[config.mk]
export PLATFORM = sky130hd
export DESIGN_NAME = edge_det_multi_flat
export DESIGN_NICKNAME = d
export VERILOG_FILES = /design/src/rtl/edge_det_pkg.sv /design/src/rtl/edge_det_multi_if.sv /design/src/rtl/edge_det_chan.sv /design/src/rtl/edge_det_multi.sv /design/src/flat_wrapper.sv
export SDC_FILE = /design/constraint.sdc
export NUM_CORES = 1
export LEC_CHECK = 0
export ABC_AREA = 0
export ABC_CLOCK_PERIOD_IN_PS = 4200
export BUFFER_PORTS_ARGS = -buffer_cell sky130_fd_sc_hd__buf_2
export CAP_MARGIN = 20
export CORE_MARGIN = 3
export CORE_UTILIZATION = 35
export DETAILED_ROUTE_END_ITERATION = 6
export HOLD_SLACK_MARGIN = 0.12
export MAX_ROUTING_LAYER = met4
export SETUP_SLACK_MARGIN = 0.02
export SYNTH_ARGS = -nofsm -noshare
export SYNTH_HDL_FRONTEND = slang
export SYNTH_SLANG_ARGS = --single-unit
[constraint.sdc]
create_clock -name clk -period 4.2 [get_ports clk]
set_clock_uncertainty 0.05 [all_clocks]
set_input_delay 0.84 -clock clk [delete_from_list [all_inputs] [get_ports clk]]
set_output_delay 0.84 -clock clk [all_outputs]
set_load 0.02 [all_outputs]
[src/rtl/edge_det_pkg.sv]
// rtl/edge_det_pkg.sv - edge mode encoding and mode decode helpers
package edge_det_pkg;

    typedef enum logic [1:0] {
        EDGE_OFF  = 2'b00,
        EDGE_RISE = 2'b01,
        EDGE_FALL = 2'b10,
        EDGE_BOTH = 2'b11
    } edge_mode_e;

    localparam int MODE_W = 2;

    function automatic logic mode_has_rise(input edge_mode_e m);
        return (m == EDGE_RISE) || (m == EDGE_BOTH);
    endfunction

    function automatic logic mode_has_fall(input edge_mode_e m);
        return (m == EDGE_FALL) || (m == EDGE_BOTH);
    endfunction

endpackage

[src/rtl/edge_det_multi_if.sv]
// rtl/edge_det_multi_if.sv - channel inputs, controls and event outputs of the edge detector
interface edge_det_multi_if #(
    parameter int NUM_CH = 8,
    parameter int DEB_W  = 4
);
    logic [NUM_CH-1:0]   a_i;
    logic [DEB_W-1:0]    debounce_i;
    logic [2*NUM_CH-1:0] mode_i;
    logic [NUM_CH-1:0]   clear_i;
    logic [NUM_CH-1:0]   irq_en_i;
    logic [NUM_CH-1:0]   level_o;
    logic [NUM_CH-1:0]   rising_edge_o;
    logic [NUM_CH-1:0]   falling_edge_o;
    logic [NUM_CH-1:0]   pending_o;
    logic                irq_o;

    modport master (
        output a_i, debounce_i, mode_i, clear_i, irq_en_i,
        input  level_o, rising_edge_o, falling_edge_o, pending_o, irq_o
    );

    modport slave (
        input  a_i, debounce_i, mode_i, clear_i, irq_en_i,
        output level_o, rising_edge_o, falling_edge_o, pending_o, irq_o
    );
endinterface

[src/rtl/edge_det_chan.sv]
// rtl/edge_det_chan.sv - one channel: debounce filter, stability counter, edge pulses, pending flag
import edge_det_pkg::*;

module edge_det_chan #(
    parameter int DEB_W = 4
) (
    input  logic             clk,
    input  logic             reset,
    input  logic             a,
    input  logic [DEB_W-1:0] debounce,
    input  edge_mode_e       mode,
    input  logic             clear,
    output logic             level,
    output logic             rise,
    output logic             fall,
    output logic             pending
);
    logic [DEB_W-1:0] cnt_q;
    logic             differ;
    logic             update;
    logic             rise_ev;
    logic             fall_ev;

    // An update happens once the differing input has outlasted the threshold;
    // the >= compare lets a lowered threshold fire on the very next sample.
    always_comb begin
        differ  = a ^ level;
        update  = differ && (cnt_q >= debounce);
        rise_ev = update && a && mode_has_rise(mode);
        fall_ev = update && !a && mode_has_fall(mode);
    end

    // Filter/counter state, registered pulses and sticky flag (set wins over clear).
    always_ff @(posedge clk) begin
        if (reset) begin
            level   <= 1'b0;
            cnt_q   <= '0;
            rise    <= 1'b0;
            fall    <= 1'b0;
            pending <= 1'b0;
        end else begin
            rise    <= rise_ev;
            fall    <= fall_ev;
            pending <= (pending & ~clear) | rise_ev | fall_ev;
            if (!differ) begin
                cnt_q <= '0;
            end else if (update) begin
                level <= a;
                cnt_q <= '0;
            end else begin
                cnt_q <= cnt_q + DEB_W'(1);
            end
        end
    end
endmodule

[src/rtl/edge_det_multi.sv]
// rtl/edge_det_multi.sv - multi-channel debounced edge detector with sticky flags and interrupt
import edge_det_pkg::*;

module edge_det_multi #(
    parameter int NUM_CH = 8,
    parameter int DEB_W  = 4
) (
    input  logic            clk,
    input  logic            reset,
    edge_det_multi_if.slave bus
);
    logic [NUM_CH-1:0] level_w;
    logic [NUM_CH-1:0] rise_w;
    logic [NUM_CH-1:0] fall_w;
    logic [NUM_CH-1:0] pend_w;

    for (genvar i = 0; i < NUM_CH; i++) begin : g_chan
        edge_det_chan #(
            .DEB_W (DEB_W)
        ) u_chan (
            .clk      (clk),
            .reset    (reset),
            .a        (bus.a_i[i]),
            .debounce (bus.debounce_i),
            .mode     (edge_mode_e'(bus.mode_i[MODE_W*i +: MODE_W])),
            .clear    (bus.clear_i[i]),
            .level    (level_w[i]),
            .rise     (rise_w[i]),
            .fall     (fall_w[i]),
            .pending  (pend_w[i])
        );
    end

    assign bus.level_o        = level_w;
    assign bus.rising_edge_o  = rise_w;
    assign bus.falling_edge_o = fall_w;
    assign bus.pending_o      = pend_w;
    // The only combinational output: flags masked by enables.
    assign bus.irq_o          = |(pend_w & bus.irq_en_i);
endmodule
[src/flat_wrapper.sv]
// flat-port wrapper written by rule: the top's interface ports become plain ports
module edge_det_multi_flat 
#(
    parameter int NUM_CH = 8,
    parameter int DEB_W  = 4
)
  (clk, reset, bus_a_i, bus_debounce_i, bus_mode_i, bus_clear_i, bus_irq_en_i, bus_level_o, bus_rising_edge_o, bus_falling_edge_o, bus_pending_o, bus_irq_o);
  edge_det_multi_if #(.NUM_CH(NUM_CH), .DEB_W(DEB_W)) bus_i ();
  input  logic clk;
  input  logic reset;
  input wire logic [$bits(bus_i.a_i)-1:0] bus_a_i;
  input wire logic [$bits(bus_i.debounce_i)-1:0] bus_debounce_i;
  input wire logic [$bits(bus_i.mode_i)-1:0] bus_mode_i;
  input wire logic [$bits(bus_i.clear_i)-1:0] bus_clear_i;
  input wire logic [$bits(bus_i.irq_en_i)-1:0] bus_irq_en_i;
  output wire logic [$bits(bus_i.level_o)-1:0] bus_level_o;
  output wire logic [$bits(bus_i.rising_edge_o)-1:0] bus_rising_edge_o;
  output wire logic [$bits(bus_i.falling_edge_o)-1:0] bus_falling_edge_o;
  output wire logic [$bits(bus_i.pending_o)-1:0] bus_pending_o;
  output wire logic [$bits(bus_i.irq_o)-1:0] bus_irq_o;
  assign bus_i.a_i = bus_a_i;
  assign bus_i.debounce_i = bus_debounce_i;
  assign bus_i.mode_i = bus_mode_i;
  assign bus_i.clear_i = bus_clear_i;
  assign bus_i.irq_en_i = bus_irq_en_i;
  assign bus_level_o = bus_i.level_o;
  assign bus_rising_edge_o = bus_i.rising_edge_o;
  assign bus_falling_edge_o = bus_i.falling_edge_o;
  assign bus_pending_o = bus_i.pending_o;
  assign bus_irq_o = bus_i.irq_o;
  edge_det_multi #(.NUM_CH(NUM_CH), .DEB_W(DEB_W)) u_core (.clk(clk), .reset(reset), .bus(bus_i));
endmodule
# --- Word-level counts from Yosys, hierarchy flattened ---
# Cells that the tools add are included.
totals:
  regBits: 64
  output_inout_bits: 33
  wordCells: 210
op_classes:
  addsub: 8
  order_cmp: 8
  eq_ne: 24
  n_bitwise: 49
  n_reduce_logical: 81
op_table:
  columns: ["op", "n"]
  rows:
  - ["$logic_and 1x1->1", 40]
  - ["$add 4x1->4 const B", 8]
  - ["$eq 2x2->1 const B", 16]
  - ["$ge 4x4->1", 8]
  - ["$reduce_or 3->1", 8]
  - ["$eq 2x1->1 const B", 8]
  - ["$logic_or 1x1->1", 16]
  - ["$not 1->1", 16]
  - ["$or 1x1->1", 16]
  - ["$reduce_and 2->1", 8]
  - ["$and 1x1->1", 8]
  - ["$and 8x8->8", 1]
  - ["$logic_not 1->1", 8]
  - ["$reduce_or 8->1", 1]
  - ["$xor 1x1->1", 8]

# --- Longest topological paths before layout ---
logic_depth:
  depth_word: 6
  ltp_mapped: 6
  depth_no_buf: 6

# --- Hierarchy ---
# A second synthesis with hierarchy kept.
hier_totals:
  hier_cells: 349
  area_unflattened_um2: 3409.5
modules_own_cells:
  columns: ["module", "instances", "cells_per_inst", "area_each_um2", "seq_area_each_um2"]
  rows:
  - ["edge_det_chan", 8, 43, 421.7, 160.2]
  - ["edge_det_multi", 1, 5, 36.3, 0.0]

# --- Worst setup path before layout ---
# OpenSTA, ideal clock, no wires.
synth_path:
  path_type: "input-to-output"
  start: "input port bus_irq_en_i[0]"
  end: "output port bus_irq_o"
  arrival_ns: 1.236
  t_required_ns: 3.310
  path_slack_ns: 2.074
  cell_stages: 2
  cell_sequence: "a22oi_1 nand4_1"
synth_via:
  elab_chain_cells: 2
synth_rtl:
  columns: ["element", "line_no", "rtl"]
  rows:
  - ["from (decl)", "flat_wrapper.sv:15", "input wire logic [$bits(bus_i.irq_en_i)-1:0] bus_irq_en_i;"]
  - ["$and 8x8->8", "edge_det_multi.sv:39", "assign bus.irq_o = |(pend_w & bus.irq_en_i);"]
  - ["$reduce_or 8->1", "edge_det_multi.sv:39", null]
  - ["to (decl)", "flat_wrapper.sv:20", "output wire logic [$bits(bus_i.irq_o)-1:0] bus_irq_o;"]
# Every way passes these cells.

# --- Worst setup path in the final report ---
# Ends and elaborated chain as after synthesis.

==> results <==
- The initial antenna violation count is 0.
- Before CTS, the worst setup slack after placement is 1.70 ns.
- In the routed layout, each cell is associated on average with a via count of 4.71.
- The tool flagged a number of max-cap violations equal to 0.
- The number of instances in the synthesized netlist is 358.
- The worst path uses 58.6% of the clock period.
- The share of synthesized area in the top cell type comes to 36.0%.
- Counting flops with an async set or reset pin after synthesis yields a share of 0%.
- Traced cell by cell, the critical path runs through buf_2 > a22oi_1 > nand4_1 > buf_2.
- The max-slew violation count is 0.
- The maximum clock insertion buffer count is 2.
- The internal portion of the total power is 997 uW.
- The startpoint type of the worst setup path is an input pin.
- Once the clock tree was built, the setup fixing pass inserted 0 buffers.
- In the synthesized netlist, the cells that appear most often are dfxtp_1 (64), ha_1 (40), nor2_1 (40), buf_4 (32), inv_1 (19).
- Of the cells placed in the final design, the portion with a size suffix greater than 1 is 28.0%.
- For this run, the slowest stage of the critical path takes 0.25 ns.
- The worst path needs 2.46 ns of the cycle, external delays included.
- The share of power burned in combinational logic is 14.9%.
- Sorting the synthesized cells by area gives the leading types as dfxtp_1 (36%), ha_1 (14%), buf_4 (6.7%).
- Across all setup checks in the final design, the least slack found is 1.74 ns.
- The total negative slack is 0 ns.
- The number of setup violations in the final report is 0.
- The starting density of the core is 36.3%.
- TritonCTS built the clock tree.
- For this run, the post-layout net count is 496.
- STA puts the critical path data arrival time at 1.57 ns.
- In this run the power density over the cells is 332 nW/um^2.
- The detail route stage leaves a number of antenna-violating nets equal to 0.
- Buffers inserted to repair hold after CTS numbered 0.
- Setup repair after global routing left no endpoint under its margin.
- In this run switching power makes up 25.6% of total power.
- Port buffering added 78 buffers.
- The placeable core region is 9820 sq um.
- The number of design rule violations left after detail routing is 0.
- The number of buffers and inverters on the critical path is 2.
- The tree is rooted in a clkbuf_8.
- The run finished with clean final reports.
- The dominant register cell in the synthesized netlist is dfxtp_1.
- Dividing the detail-routed wire length by the instance count gives 13.3 um.
- The actual slew at the worst max-slew pin is 0.838 ns.
- The worst-case IR drop observed on VDD is 126 uV.
- The final weighted congestion in routability-driven placement is 0.787.
- Yosys mapped a number of flops with a built-in enable equal to 0.
- The first global-routing pass estimated 12,200 um of wire.
- Once the clock tree was built, the resizer swapped 0 gates to a different size.
- Summed over all layers, the routed wires come to 7270 um.
- The required time at the endpoint of the critical path is 3.31 ns.
- The horizontal extent of the die is 107 um.
- Among all stages on the critical path, the largest delay is contributed by a22oi_1.
- The number of sinks driven by the clock tree is 64.
- The floorplan row count is 36.
- The vertical extent of the die is 107 um.
- Sequential cells account for 47.7% of the total power.
- The detailed-routing iteration count for the pre-antenna-repair pass is 4.
- The net switching power of the design is 344 uW.
- The pin count of the biggest net entering global routing is 49.
- The fraction of the yosys area taken by sequential cells is 36.0%.
- The path type of the worst min-delay path is register to register.
- The iteration-0 DRC count of the detailed router is 66.
- The synthesized design spends more area on one cell type than any other, namely dfxtp_1.
- The worst-path maximum fanout is 1.
- The die outline area is 11,400 sq um.
- The layout has 1,009 filler cells.
- For this run, the number of Yosys warnings is 0.
- Summed over all nets, the half-perimeter wirelength after detailed placement is 5710 um.
- The overall track demand over capacity in global routing is 13.8%.
- The analysis attributes to cell leakage a power of 1.77 nW.
- The top achievable clock speed is 407 MHz.
- The worst setup path is captured at an output pin.
- The later pin in the worst-skew pair is clocked with a latency of 0.33 ns.
- The clock network is responsible for 37.4% of the overall power.
- The area overhead of the layout relative to synthesis is 13.4%.
- The post-synthesis net count is 444.
- The worst slew slack as a fraction of its limit is 44.1%.
- Summed over all layers, the global routing overflow is 0.
- In this run the mean area of a mapped cell was 9.95 sq um.
- Buffers inserted during clock tree synthesis total 9.
- Among cell families on the critical path, the largest total delay comes from buffers and inverters.
- During I/O placement, the number of pins put on the boundary was 79.
- The clock transition at the registers of the reported paths is 0.07 ns.
- Synthesis instantiated 28 different standard cells from the library.
- The number of H-tree branching levels is 3.
- The via count of the first global-routing pass is 2,638.
- The most common cell in the synthesized netlist is dfxtp_1.
- The critical path in this run is classified as input pin to output pin.
- The number of antenna diodes in the final layout is 0.
- The most frequent cell on the critical path is buf_2.
- The detailed router placed 2,581 vias in this run.
- Synthesis inferred 64 register bits.
- The post-synthesis instance area is 3560 sq um.
- The final count of hold timing violations is 0.
## power groups by stage
stage | registers (mW) | clock network [mW] | logic, mW
floorplan | 0.649 | 0 | 0.154
global placement | 0.653 | 0 | 0.197
detailed placement | 0.654 | 0 | 0.203
CTS | 0.640 | 0.514 | 0.204
global route | 0.642 | 0.545 | 0.225
finish | 0.640 | 0.501 | 0.200
## kinds of logic (layout without fill, tap and decap cells)
kind of cell,after synthesis,after routing,share of synthesized area (%)
AOI/OAI and AO/OA,60,60,15.7
xor gates and xnor gates,24,24,5.90
adders and majority gates,40,40,14.0
buffers and inverters,56,113,9.27
DFF,64,64,36.0
and+or+nand+nor,114,114,19.1
## worst register-to-register path: cells and delay by family (launching register included)
family                   cells  cell delay [ns]
AND/OR/NAND/NOR              2             0.32
AO/OA/AOI/OAI                2             0.64
adder cells (fa/ha/maj)      1             0.27
buffers and inverters        1             0.06
flip-flops                   1             0.38
## registers in the layout (all words and copies together), names as in the netlist
name                          count
u_core.g_chan.u_chan.cnt_q       32
u_core.g_chan.u_chan.fall         8
u_core.g_chan.u_chan.level        8
u_core.g_chan.u_chan.pending      8
u_core.g_chan.u_chan.rise         8
## stage by stage
step	power (mW)	instances	instance area [sq um]	utilization, %	hold slack (ns)
2_1_floorplan	0.803	358	3560	-	0.380
3_3_place_gp	0.850	532	3860	39.3	0.396
3_5_place_dp	0.857	532	3860	39.3	0.398
4_1_cts	1.36	548	4040	41.1	0.415
5_1_grt	1.41	548	4040	41.1	0.430
6_report	1.34	548	4040	41.1	0.414
## area by class of cell
| cell class | instances | area (sq um) | share of cell area, % |
|---|---|---|---|
| inverter | 19 | 71.3 | 1.77 |
| sequential | 64 | 1280 | 31.7 |
| timing repair buffer | 78 | 390 | 9.66 |
| clock buffer | 12 | 135 | 3.34 |
| clock inverter | 4 | 45.0 | 1.11 |
| tap | 133 | 166 | 4.12 |
| multi-input combinational | 238 | 1950 | 48.3 |
## final timing paths
check,startpoint,to,slack [ns],cells past startpoint
worst max-delay path,bus_irq_en_i[0],bus_irq_o,1.74,4
worst min-delay path,u_core.g_chan[5].u_chan.cnt_q[0],u_core.g_chan[5].u_chan.cnt_q[0],0.41,1
worst max register to register,u_core.g_chan[2].u_chan.cnt_q[0],u_core.g_chan[2].u_chan.cnt_q[3],2.41,6
worst min register to register,u_core.g_chan[5].u_chan.cnt_q[0],u_core.g_chan[5].u_chan.cnt_q[0],0.41,1
## cells in the final DEF, fill, tap and decap left out, types with 7 or more instances in the layout
cell type,count
buf_2,78
dfxtp_1,64
nor2_1,40
ha_1,40
inv_1,19
xnor2_1,16
o21ai_0,16
nor3_1,15
nand3b_1,14
o21a_1,9
nand3_1,9
clkbuf_8,9
nand2b_4,8
a2111oi_4,8
o32ai_1,8
xor2_1,8
a21oi_1,8
and3_1,8
or3b_1,7
or2_2,7
a21o_1,7
## metal layers
metal,wire length (um),GRT usage [%]
met1,3060,15.5
met2,3920,24.2
met3,215,2.89
met4,82,5.21
met5,0,-
No activity file was read; power rests on OpenSTA's default activity.
